**config.mk**
```make
export PLATFORM = sky130hd
export DESIGN_NAME = clock_set_ctrl
export DESIGN_NICKNAME = d
export VERILOG_FILES = /design/src/rtl/clock_set_ctrl.sv
export SDC_FILE = /design/constraint.sdc
export NUM_CORES = 1
export LEC_CHECK = 0
export BUFFER_PORTS_ARGS = -buffer_cell sky130_fd_sc_hd__buf_2
export CORE_MARGIN = 2
export CORE_UTILIZATION = 25
export DETAILED_ROUTE_END_ITERATION = 6
export PLACE_DENSITY_LB_ADDON = 0.25
export SLEW_MARGIN = 0
export SYNTH_ARGS = -nofsm -noshare
export SYNTH_HDL_FRONTEND = slang
export SYNTH_SLANG_ARGS = --single-unit
export TNS_END_PERCENT = 10
```
**constraint.sdc**
```tcl
create_clock -name clk -period 2.2 [get_ports clk]
set_input_delay 0.11 -clock clk [delete_from_list [all_inputs] [get_ports clk]]
set_output_delay 0.11 -clock clk [all_outputs]
set_load 0.01 [all_outputs]
```
**src/rtl/clock_set_ctrl.sv**
```systemverilog
// clock_set_ctrl: time-set sequencer between the board buttons, the HH:MM
// BCD clock datapath and the 4-digit 7-seg display driver.
// RUN -> SET_H -> SET_M -> COMMIT (one cycle, load strobe) -> RUN.
module clock_set_ctrl #(
  parameter int BLINK_DIV  = 25_000_000,
  parameter int REPEAT_DLY = 50_000_000,
  parameter int REPEAT_DIV = 10_000_000
) (
  input  logic       clk,
  input  logic       reset,
  input  logic       btn_mode,
  input  logic       btn_up,
  input  logic [3:0] cur_hora_d,
  input  logic [3:0] cur_hora_u,
  input  logic [3:0] cur_min_d,
  input  logic [3:0] cur_min_u,
  output logic       run_en,
  output logic       load,
  output logic [3:0] set_hora_d,
  output logic [3:0] set_hora_u,
  output logic [3:0] set_min_d,
  output logic [3:0] set_min_u,
  output logic [3:0] disp_d3,
  output logic [3:0] disp_d2,
  output logic [3:0] disp_d1,
  output logic [3:0] disp_d0,
  output logic [3:0] blank,
  output logic [1:0] mode
);

  localparam int RMAX = (REPEAT_DLY > REPEAT_DIV) ? REPEAT_DLY : REPEAT_DIV;
  localparam int BW   = (BLINK_DIV > 2) ? $clog2(BLINK_DIV) : 1;
  localparam int RW   = (RMAX > 2) ? $clog2(RMAX) : 1;
  localparam logic [BW-1:0] BLINK_LAST = BW'(BLINK_DIV - 1);
  localparam logic [RW-1:0] DLY_LAST   = RW'(REPEAT_DLY - 1);
  localparam logic [RW-1:0] DIV_LAST   = RW'(REPEAT_DIV - 1);

  typedef enum logic [1:0] {
    RUN    = 2'b00,
    SET_H  = 2'b01,
    SET_M  = 2'b10,
    COMMIT = 2'b11
  } state_e;

  state_e          state_q;
  logic            run_en_q, load_q;
  logic [3:0]      eh10_q, eh1_q, em10_q, em1_q;
  logic [3:0]      eh10_d, eh1_d, em10_d, em1_d;
  logic [2:0]      mode_sync_q, up_sync_q;   // [1:0] synchronizer, [2] edge-detect delay
  logic [RW-1:0]   rpt_cnt_q;
  logic            rpt_ph_q;                 // 0: waiting initial delay, 1: repeating
  logic [BW-1:0]   blink_cnt_q;
  logic            blink_ph_q;

  logic mode_pls, up_pls, up_lvl, editing, rpt_tick, inc, hr_ok, mn_ok;

  assign mode_pls = mode_sync_q[1] & ~mode_sync_q[2];
  assign up_pls   = up_sync_q[1] & ~up_sync_q[2];
  assign up_lvl   = up_sync_q[1];
  assign editing  = (state_q == SET_H) || (state_q == SET_M);
  assign rpt_tick = editing && up_lvl && !up_pls &&
                    (rpt_cnt_q == (rpt_ph_q ? DIV_LAST : DLY_LAST));
  // A mode pulse in the same cycle swallows any increment.
  assign inc      = editing && !mode_pls && (up_pls || rpt_tick);

  // Captured running time must be a legal HH:MM, otherwise that pair starts at 00.
  assign hr_ok = ((cur_hora_d < 4'd2) && (cur_hora_u <= 4'd9)) ||
                 ((cur_hora_d == 4'd2) && (cur_hora_u <= 4'd3));
  assign mn_ok = (cur_min_d <= 4'd5) && (cur_min_u <= 4'd9);

  // BCD +1 for both pairs; hours wrap 23->00, minutes wrap 59->00 without carry.
  always_comb begin
    eh10_d = eh10_q;
    eh1_d  = eh1_q;
    em10_d = em10_q;
    em1_d  = em1_q;
    if (eh10_q == 4'd2 && eh1_q == 4'd3) begin
      eh10_d = 4'd0;
      eh1_d  = 4'd0;
    end else if (eh1_q == 4'd9) begin
      eh10_d = eh10_q + 4'd1;
      eh1_d  = 4'd0;
    end else begin
      eh1_d  = eh1_q + 4'd1;
    end
    if (em1_q == 4'd9) begin
      em1_d  = 4'd0;
      em10_d = (em10_q == 4'd5) ? 4'd0 : em10_q + 4'd1;
    end else begin
      em1_d  = em1_q + 4'd1;
    end
  end

  // Button synchronizers and edge-detect delay stage.
  always_ff @(posedge clk or negedge reset) begin
    if (!reset) begin
      mode_sync_q <= '0;
      up_sync_q   <= '0;
    end else begin
      mode_sync_q <= {mode_sync_q[1:0], btn_mode};
      up_sync_q   <= {up_sync_q[1:0], btn_up};
    end
  end

  // Mode FSM with registered run_en/load and the edit registers.
  always_ff @(posedge clk or negedge reset) begin
    if (!reset) begin
      state_q  <= RUN;
      run_en_q <= 1'b1;
      load_q   <= 1'b0;
      eh10_q   <= '0;
      eh1_q    <= '0;
      em10_q   <= '0;
      em1_q    <= '0;
    end else begin
      load_q <= 1'b0;
      unique case (state_q)
        RUN: begin
          run_en_q <= 1'b1;
          if (mode_pls) begin
            state_q  <= SET_H;
            run_en_q <= 1'b0;
            eh10_q   <= hr_ok ? cur_hora_d : 4'd0;
            eh1_q    <= hr_ok ? cur_hora_u : 4'd0;
            em10_q   <= mn_ok ? cur_min_d  : 4'd0;
            em1_q    <= mn_ok ? cur_min_u  : 4'd0;
          end
        end
        SET_H: begin
          if (mode_pls) begin
            state_q <= SET_M;
          end else if (inc) begin
            eh10_q <= eh10_d;
            eh1_q  <= eh1_d;
          end
        end
        SET_M: begin
          if (mode_pls) begin
            state_q <= COMMIT;
            load_q  <= 1'b1;
          end else if (inc) begin
            em10_q <= em10_d;
            em1_q  <= em1_d;
          end
        end
        COMMIT: begin
          state_q  <= RUN;
          run_en_q <= 1'b1;
        end
        default: state_q <= RUN;
      endcase
    end
  end

  // Auto-repeat hold counter: initial delay, then a fixed repeat period.
  always_ff @(posedge clk or negedge reset) begin
    if (!reset) begin
      rpt_cnt_q <= '0;
      rpt_ph_q  <= 1'b0;
    end else if (!editing || !up_lvl || mode_pls || up_pls) begin
      rpt_cnt_q <= '0;
      rpt_ph_q  <= 1'b0;
    end else if (rpt_tick) begin
      rpt_cnt_q <= '0;
      rpt_ph_q  <= 1'b1;
    end else begin
      rpt_cnt_q <= rpt_cnt_q + 1'b1;
    end
  end

  // Blink phase generator; restarts visible on entry and on every increment.
  always_ff @(posedge clk or negedge reset) begin
    if (!reset) begin
      blink_cnt_q <= '0;
      blink_ph_q  <= 1'b0;
    end else if (!editing || mode_pls || inc) begin
      blink_cnt_q <= '0;
      blink_ph_q  <= 1'b0;
    end else if (blink_cnt_q == BLINK_LAST) begin
      blink_cnt_q <= '0;
      blink_ph_q  <= ~blink_ph_q;
    end else begin
      blink_cnt_q <= blink_cnt_q + 1'b1;
    end
  end

  // Display mux and blank mask from registered state.
  always_comb begin
    {disp_d3, disp_d2, disp_d1, disp_d0} = {cur_hora_d, cur_hora_u, cur_min_d, cur_min_u};
    blank = 4'b0000;
    if (state_q != RUN)
      {disp_d3, disp_d2, disp_d1, disp_d0} = {eh10_q, eh1_q, em10_q, em1_q};
    if (state_q == SET_H) blank = {blink_ph_q, blink_ph_q, 2'b00};
    if (state_q == SET_M) blank = {2'b00, blink_ph_q, blink_ph_q};
  end

  assign run_en     = run_en_q;
  assign load       = load_q;
  assign mode       = state_q;
  assign set_hora_d = eh10_q;
  assign set_hora_u = eh1_q;
  assign set_min_d  = em10_q;
  assign set_min_u  = em1_q;

endmodule

```
# ---- Yosys cells after proc, flatten, opt, wreduce, memory -nomap -nowiden
# Cells that the tools add are included.
dict set report word_totals {
  inputBits 20
  regBits 79
  output_inout_bits 40
  wordCells 132
}
dict set report classes {
  reduce_logical 33
  n_lt_le_gt_ge 5
  addsub 6
  n_eq_ne 20
  n_mux 50
  n_bitwise 5
}
# operator count
set op_table {}
lappend op_table {{4-bit 2-to-1 mux} 29}
lappend op_table {{26-bit 2-to-1 mux} 3}
lappend op_table {{25-bit 2-to-1 mux} 2}
lappend op_table {{4-bit one-hot mux with 2 select lines} 4}
lappend op_table {{26-bit by 1-bit adder with 26-bit output (second input constant)} 1}
lappend op_table {{26-bit equality test} 1}
lappend op_table {{25-bit by 1-bit adder with 25-bit output (second input constant)} 1}
lappend op_table {{25-bit equality test (second input constant)} 1}
lappend op_table {{4-bit by 1-bit adder with 4-bit output (second input constant)} 4}
lappend op_table {{2-bit inequality test (second input constant)} 8}
lappend op_table {{4-bit by 2-bit equality test with 1-bit output (second input constant)} 3}
lappend op_table {{2-bit nonzero test} 6}
lappend op_table {{5-bit AND reduction} 2}
lappend op_table {{1-bit logical AND} 9}
lappend op_table {{4-bit equality test (second input constant)} 2}
lappend op_table {{4-bit <= comparator (second input constant)} 2}
lappend op_table {{1-bit logical OR} 8}
lappend op_table {{2-bit one-hot mux with 4 select lines} 1}
lappend op_table {{4-bit AND reduction} 2}
lappend op_table {{1-bit 2-to-1 mux} 7}
lappend op_table {{2-bit 2-to-1 mux} 3}
lappend op_table {{2-bit equality test (second input constant)} 2}
lappend op_table {{4-bit by 3-bit equality test with 1-bit output (second input constant)} 1}
lappend op_table {{4-bit by 2-bit <= comparator with 1-bit output (second input constant)} 1}
lappend op_table {{other kinds (10)} 16}

# ---- Depth between registers and ports, before layout
dict set report logic_depth {
  depth_word 10
  depth_mapped 10
  mapped_depth_nobuf 8
}

# ---- Worst setup path after synthesis
# Ideal clock, no wire load.
dict set report synth_timing {
  path_kind {register to register}
  startpoint {reg rpt_cnt_q[11]}
  endpoint {reg em10_q[0], in the netlist set_min_d[0]}
  n_path_buf 1
  required_ns 2.081
  synth_period_minus_slack_ns 2.103
  setup_slack_ns 0.097
  setup_ns 0.119
  path_stages_with_launch 8
  t_arrival_ns 1.985
  path_cell_list {dfrtp_1 -> or4_4 -> nor4_4 -> o2111a_2 -> o21ai_2 -> buf_6 -> a211o_1 -> o21a_1}
}
dict set report synth_via {
  elab_chain_cells 6
}
# element line_no
set synth_lines {}
lappend synth_lines {{from (decl)} 50} ;# logic [RW-1:0] rpt_cnt_q;
lappend synth_lines {{from (signal assigned)} 167} ;# rpt_cnt_q <= rpt_cnt_q + 1'b1;
lappend synth_lines {{26-bit equality test} 62} ;# (rpt_cnt_q == (rpt_ph_q ? DIV_LAST : DLY_LAST));
lappend synth_lines {{1-bit logical AND} 61} ;# assign rpt_tick = editing && up_lvl && !up_pls &&
lappend synth_lines {{1-bit logical OR} 64} ;# assign inc = editing && !mode_pls && (up_pls || rpt_tick);
lappend synth_lines {{1-bit logical AND} 64}
lappend synth_lines {{2-bit inequality test (no line)} --}
lappend synth_lines {{5-bit AND reduction (no line)} --}
lappend synth_lines {{to (signal assigned)} 125} ;# em10_q <= mn_ok ? cur_min_d : 4'd0;
lappend synth_lines {{to (signal assigned)} 142} ;# em10_q <= em10_d;
lappend synth_lines {{to (decl)} 47} ;# logic [3:0] eh10_q, eh1_q, em10_q, em1_q;
# No other way between the ends.
# A chain may end at the register's enable or synchronous reset.

# ---- Final worst setup path
dict set report layout_timing {
  startpoint {reg rpt_cnt_q[25]}
  endpoint {reg em1_q[2], in the netlist set_min_u[2]}
}
dict set report layout_via {
  elab_chain_cells 6
}
# element line_no
set layout_lines {}
lappend layout_lines {{26-bit equality test} 62}
lappend layout_lines {{1-bit logical AND} 61}
lappend layout_lines {{1-bit logical OR} 64}
lappend layout_lines {{1-bit logical AND} 64}
lappend layout_lines {{2-bit inequality test (no line)} --}
lappend layout_lines {{4-bit AND reduction (no line)} --}
lappend layout_lines {{to (signal assigned)} 126} ;# em1_q <= mn_ok ? cur_min_u : 4'd0;
lappend layout_lines {{to (signal assigned)} 143} ;# em1_q <= em1_d;
lappend layout_lines {{to (decl)} 47}
# No other way between the ends.

==> impl_metrics.yaml <==
setup_path:
  setup.worst_path.start_class: "flop"
  setup.reg_to_reg.worst_slack_ns: 0.17
  timing.rr.start: "rpt_cnt_q[25]"
  timing.critical_path.required_ns: 2.41
  critical_path.endpoint_type: "flop"
  worst_setup_path_endpoint: "set_min_u[2]"
  crit-reg2reg-capture: "set_min_u[2]"
  timing.critical_path.fanout_max: 6
  crit_arrival_ns: 2.24
  critical_path.startpoint: "rpt_cnt_q[25]"
  critPathKind: "flop to flop"
  ff2ff_path_depth: 7
cells_and_area:
  finalInstanceArea_mm2: 0.00543
  nNetsFinal: 575
  antenna-diode-count: 0
  post_route_cells_drive_above_1_share_pct: 23.0
  layout.cells.most_common_list: "78 x sky130_fd_sc_hd__nor2_1, 78 x sky130_fd_sc_hd__dfrtp_1, 58 x sky130_fd_sc_hd__buf_2, 45 x sky130_fd_sc_hd__nand2_1, 27 x sky130_fd_sc_hd__buf_4"
  area_growth_pct: 25.2
die:
  dieArea_mm2: 0.0184
  core.rowCount: 48
  core-area_mm2: 0.0171
  ioPinCount: 60
  die-height_um: 136
  die_x_um: 136
  starting_utilization_of_the_core_area_pct: 25.3
timing:
  tightestPinTransition_ns: 0.522
  hold_viol: 0
  totalNegativeSetupSlack_ns: 0
  setup_ws_ns: 0.168
  slew_headroom_pct: 65.2
  setup_viol: 0
  fin_worst_skew_ns: 0.00556
  hold_ws_ns: 0.0981
  fmax_mhz: 492
  period_share_pct: 92.4
  min_period_ns: 2.03
  number_of_pins_with_negative_max_slew_slack_in_the_final_report: 0
  rsz0062_at_grt: "no"
power_and_ir_drop:
  vdd_drop_max_mv: 0.433
  overall_power_uw: 5420
  power_density_mw_per_mm2: 998
  leakagePower_uw: 0.00233
synth:
  synthesis.instances: 462
  seq_area_frac_synth_pct: 45.6
  synthesis.area_mm2: 0.00434
  async_reset_ff_share_pct: 100
  synthesis.nets: 492
  yosysTopAreaCell: "sky130_fd_sc_hd__dfrtp_1"
  synth_edf_count: 0
  warning_count_from_the_yosys_run: 0
  netlist_top_cells_area: "sky130_fd_sc_hd__dfrtp_1 45%, sky130_fd_sc_hd__nor2_1 6.8%, sky130_fd_sc_hd__xnor2_1 4.8%"
  syn_area_per_cell_um2: 9.39
  yosys_register_bits: 79
  synth_top_cell_area_share_pct: 45.0
  ys.flop_type: "sky130_fd_sc_hd__dfrtp_1"
  yosys.cell_types.count: 62
drt:
  wire_per_inst_um: 13.0
  remaining_drc_errors: 0
  drt-pass1-iter-count: 4
  ant_nets: 0
  detail_route.vias_per_cell: 4.59
  route.vias.total: 3550
  dr_wl_met3_um: 270
  highest_metal_layer_used_by_the_detailed_router: "met4"
  initialDrtViolationCount: 185
  routed_wl_um: 10100
  met2_routed_wirelength_um: 4800
  m1WireLength_um: 4900
global_routing:
  antenna_found_initial: 0
  grt.total_usage_pct: 11.7
  grt_first_pass_wirelength_um: 17400
  maximum_number_of_pins_on_one_net_before_global_route_repair: 41
  overflow: 0
  number_of_global_route_vias_before_repair: 3582
cts:
  post_cts.repair.setup_buffers: 0
  cts_root_buffer: "sky130_fd_sc_hd__clkbuf_16"
  clock_pin_slew_of_the_registers_on_the_worst_case_setup_and_hold_paths_ns: 0.06
  number_of_buffers_created_by_cts: 9
  clockBufferDepth: 2
  cts_max_level: 3
  cts_tree: "yes"
  cts_num_sinks: 79
  clock_insertion_delay_worst_skew_ns: 0.33
worst_hold_path:
  worstHoldPathType: "primary input to flop"
status:
  outcome: "finished, final reports clean"
placed_design:
  hpwlAfterDp_um: 7370
  postPlaceCellArea_mm2: 0.00504
  portBuffers: 59
  detailedPlace.worstSlack_ns: -0.0459
  gp_routability_congestion: 0.790
job:
  cap_violations: 0
through the flow:
stage               util (%)  instances
detailed placement      29.4        756
global route            31.7        774
finish                  31.7        774
global placement        29.4        756
floorplan                  -        462
CTS                     31.4        774
cell type report:
| type | count | area (um2) |
|---|---|---|
| Fill cell | 1785 | 11700 |
| Multi-Input combinational cell | 346 | 2230 |
| Sequential cell | 79 | 1980 |
| Timing Repair Buffer | 90 | 563 |
| Tap cell | 225 | 282 |
| Clock buffer | 12 | 256 |
| Inverter | 19 | 71.3 |
| Clock inverter | 3 | 42.5 |
routing by layer:
metal | GRT usage, % | up-vias
met1 | 15.7 | 1737
li1 | - | 1766
met5 | 0 | -
met4 | 3.30 | 0
met3 | 2.66 | 11
met2 | 19.1 | 36
critical path, stage by stage (launching register included):
cell	delay (ns)
sky130_fd_sc_hd__dfrtp_1	0.37
sky130_fd_sc_hd__or4bb_4	0.55
sky130_fd_sc_hd__nor4_4	0.16
sky130_fd_sc_hd__o2111a_2	0.35
sky130_fd_sc_hd__o21ai_4	0.11
sky130_fd_sc_hd__buf_4	0.17
sky130_fd_sc_hd__a21oi_1	0.11
sky130_fd_sc_hd__o22ai_1	0.09
kinds of logic (layout without fill, tap and decap cells):
group / count (synthesis) / count (layout) / synth area share [%]
mux: 12 / 12 / 3.03
fa+ha+maj: 10 / 10 / 2.89
xor+xnor: 48 / 48 / 9.69
compound gates: 68 / 68 / 10.8
flops: 79 / 79 / 45.6
simple gates: 208 / 208 / 23.8
buf+inv: 37 / 124 / 4.21
worst min path at each step:
| stage | start | end | cells after the start |
|---|---|---|---|
| finish | cur_min_u[0] | set_min_u[0] | 3 |
| CTS | cur_hora_d[0] | set_hora_d[0] | 3 |
| detailed placement | reset | set_min_d[2] | 1 |
| floorplan | reset | blink_cnt_q[0] | 0 |
| global route | cur_min_u[0] | set_min_u[0] | 3 |
| global placement | reset | set_min_d[1] | 1 |
timing repair:
item	in CTS	in global routing
hold buffers	3	0
resized for setup	1	12
endpoints found under the setup margin	2	30
pin swaps	0	4
hold endpoints to repair	40	0
cells in the mapped netlist, types with 3 or more instances:
| cell type | n |
|---|---|
| sky130_fd_sc_hd__nor2_1 | 79 |
| sky130_fd_sc_hd__dfrtp_1 | 78 |
| sky130_fd_sc_hd__nand2_1 | 45 |
| sky130_fd_sc_hd__xnor2_1 | 24 |
| sky130_fd_sc_hd__xor2_1 | 24 |
| sky130_fd_sc_hd__nand3_1 | 22 |
| sky130_fd_sc_hd__inv_1 | 19 |
| sky130_fd_sc_hd__o21ai_0 | 16 |
| sky130_fd_sc_hd__a21oi_1 | 13 |
| sky130_fd_sc_hd__ha_1 | 10 |
| sky130_fd_sc_hd__mux2_2 | 9 |
| sky130_fd_sc_hd__nand4_1 | 9 |
| sky130_fd_sc_hd__and4_1 | 8 |
| sky130_fd_sc_hd__clkbuf_1 | 7 |
| sky130_fd_sc_hd__nor3_1 | 7 |
| sky130_fd_sc_hd__and3_1 | 6 |
| sky130_fd_sc_hd__nand4b_1 | 5 |
| sky130_fd_sc_hd__buf_2 | 4 |
| sky130_fd_sc_hd__buf_4 | 4 |
| sky130_fd_sc_hd__nor2b_1 | 4 |
| sky130_fd_sc_hd__nor4_1 | 4 |
| sky130_fd_sc_hd__o21a_1 | 4 |
| sky130_fd_sc_hd__a22o_1 | 3 |
| sky130_fd_sc_hd__mux2i_1 | 3 |
| sky130_fd_sc_hd__nor4b_1 | 3 |
| sky130_fd_sc_hd__o211ai_1 | 3 |
| sky130_fd_sc_hd__o22a_1 | 3 |
| sky130_fd_sc_hd__o31ai_1 | 3 |
where the power goes:
group / internal, uW / switching [uW] / total, uW
clock network: 932 / 557 / 1490
logic: 883 / 1170 / 2060
registers: 1630 / 239 / 1870
total: 3450 / 1970 / 5420
state kept, by name, summed over array words and instances, names as in the netlist, 3 cells and up:
signal,flops
rpt_cnt_q,26
blink_cnt_q,25
mode_sync_q,3
set_hora_d,4
set_min_d,4
set_hora_u,4
set_min_u,4
up_sync_q,3
(Power assumes the default switching activity.)
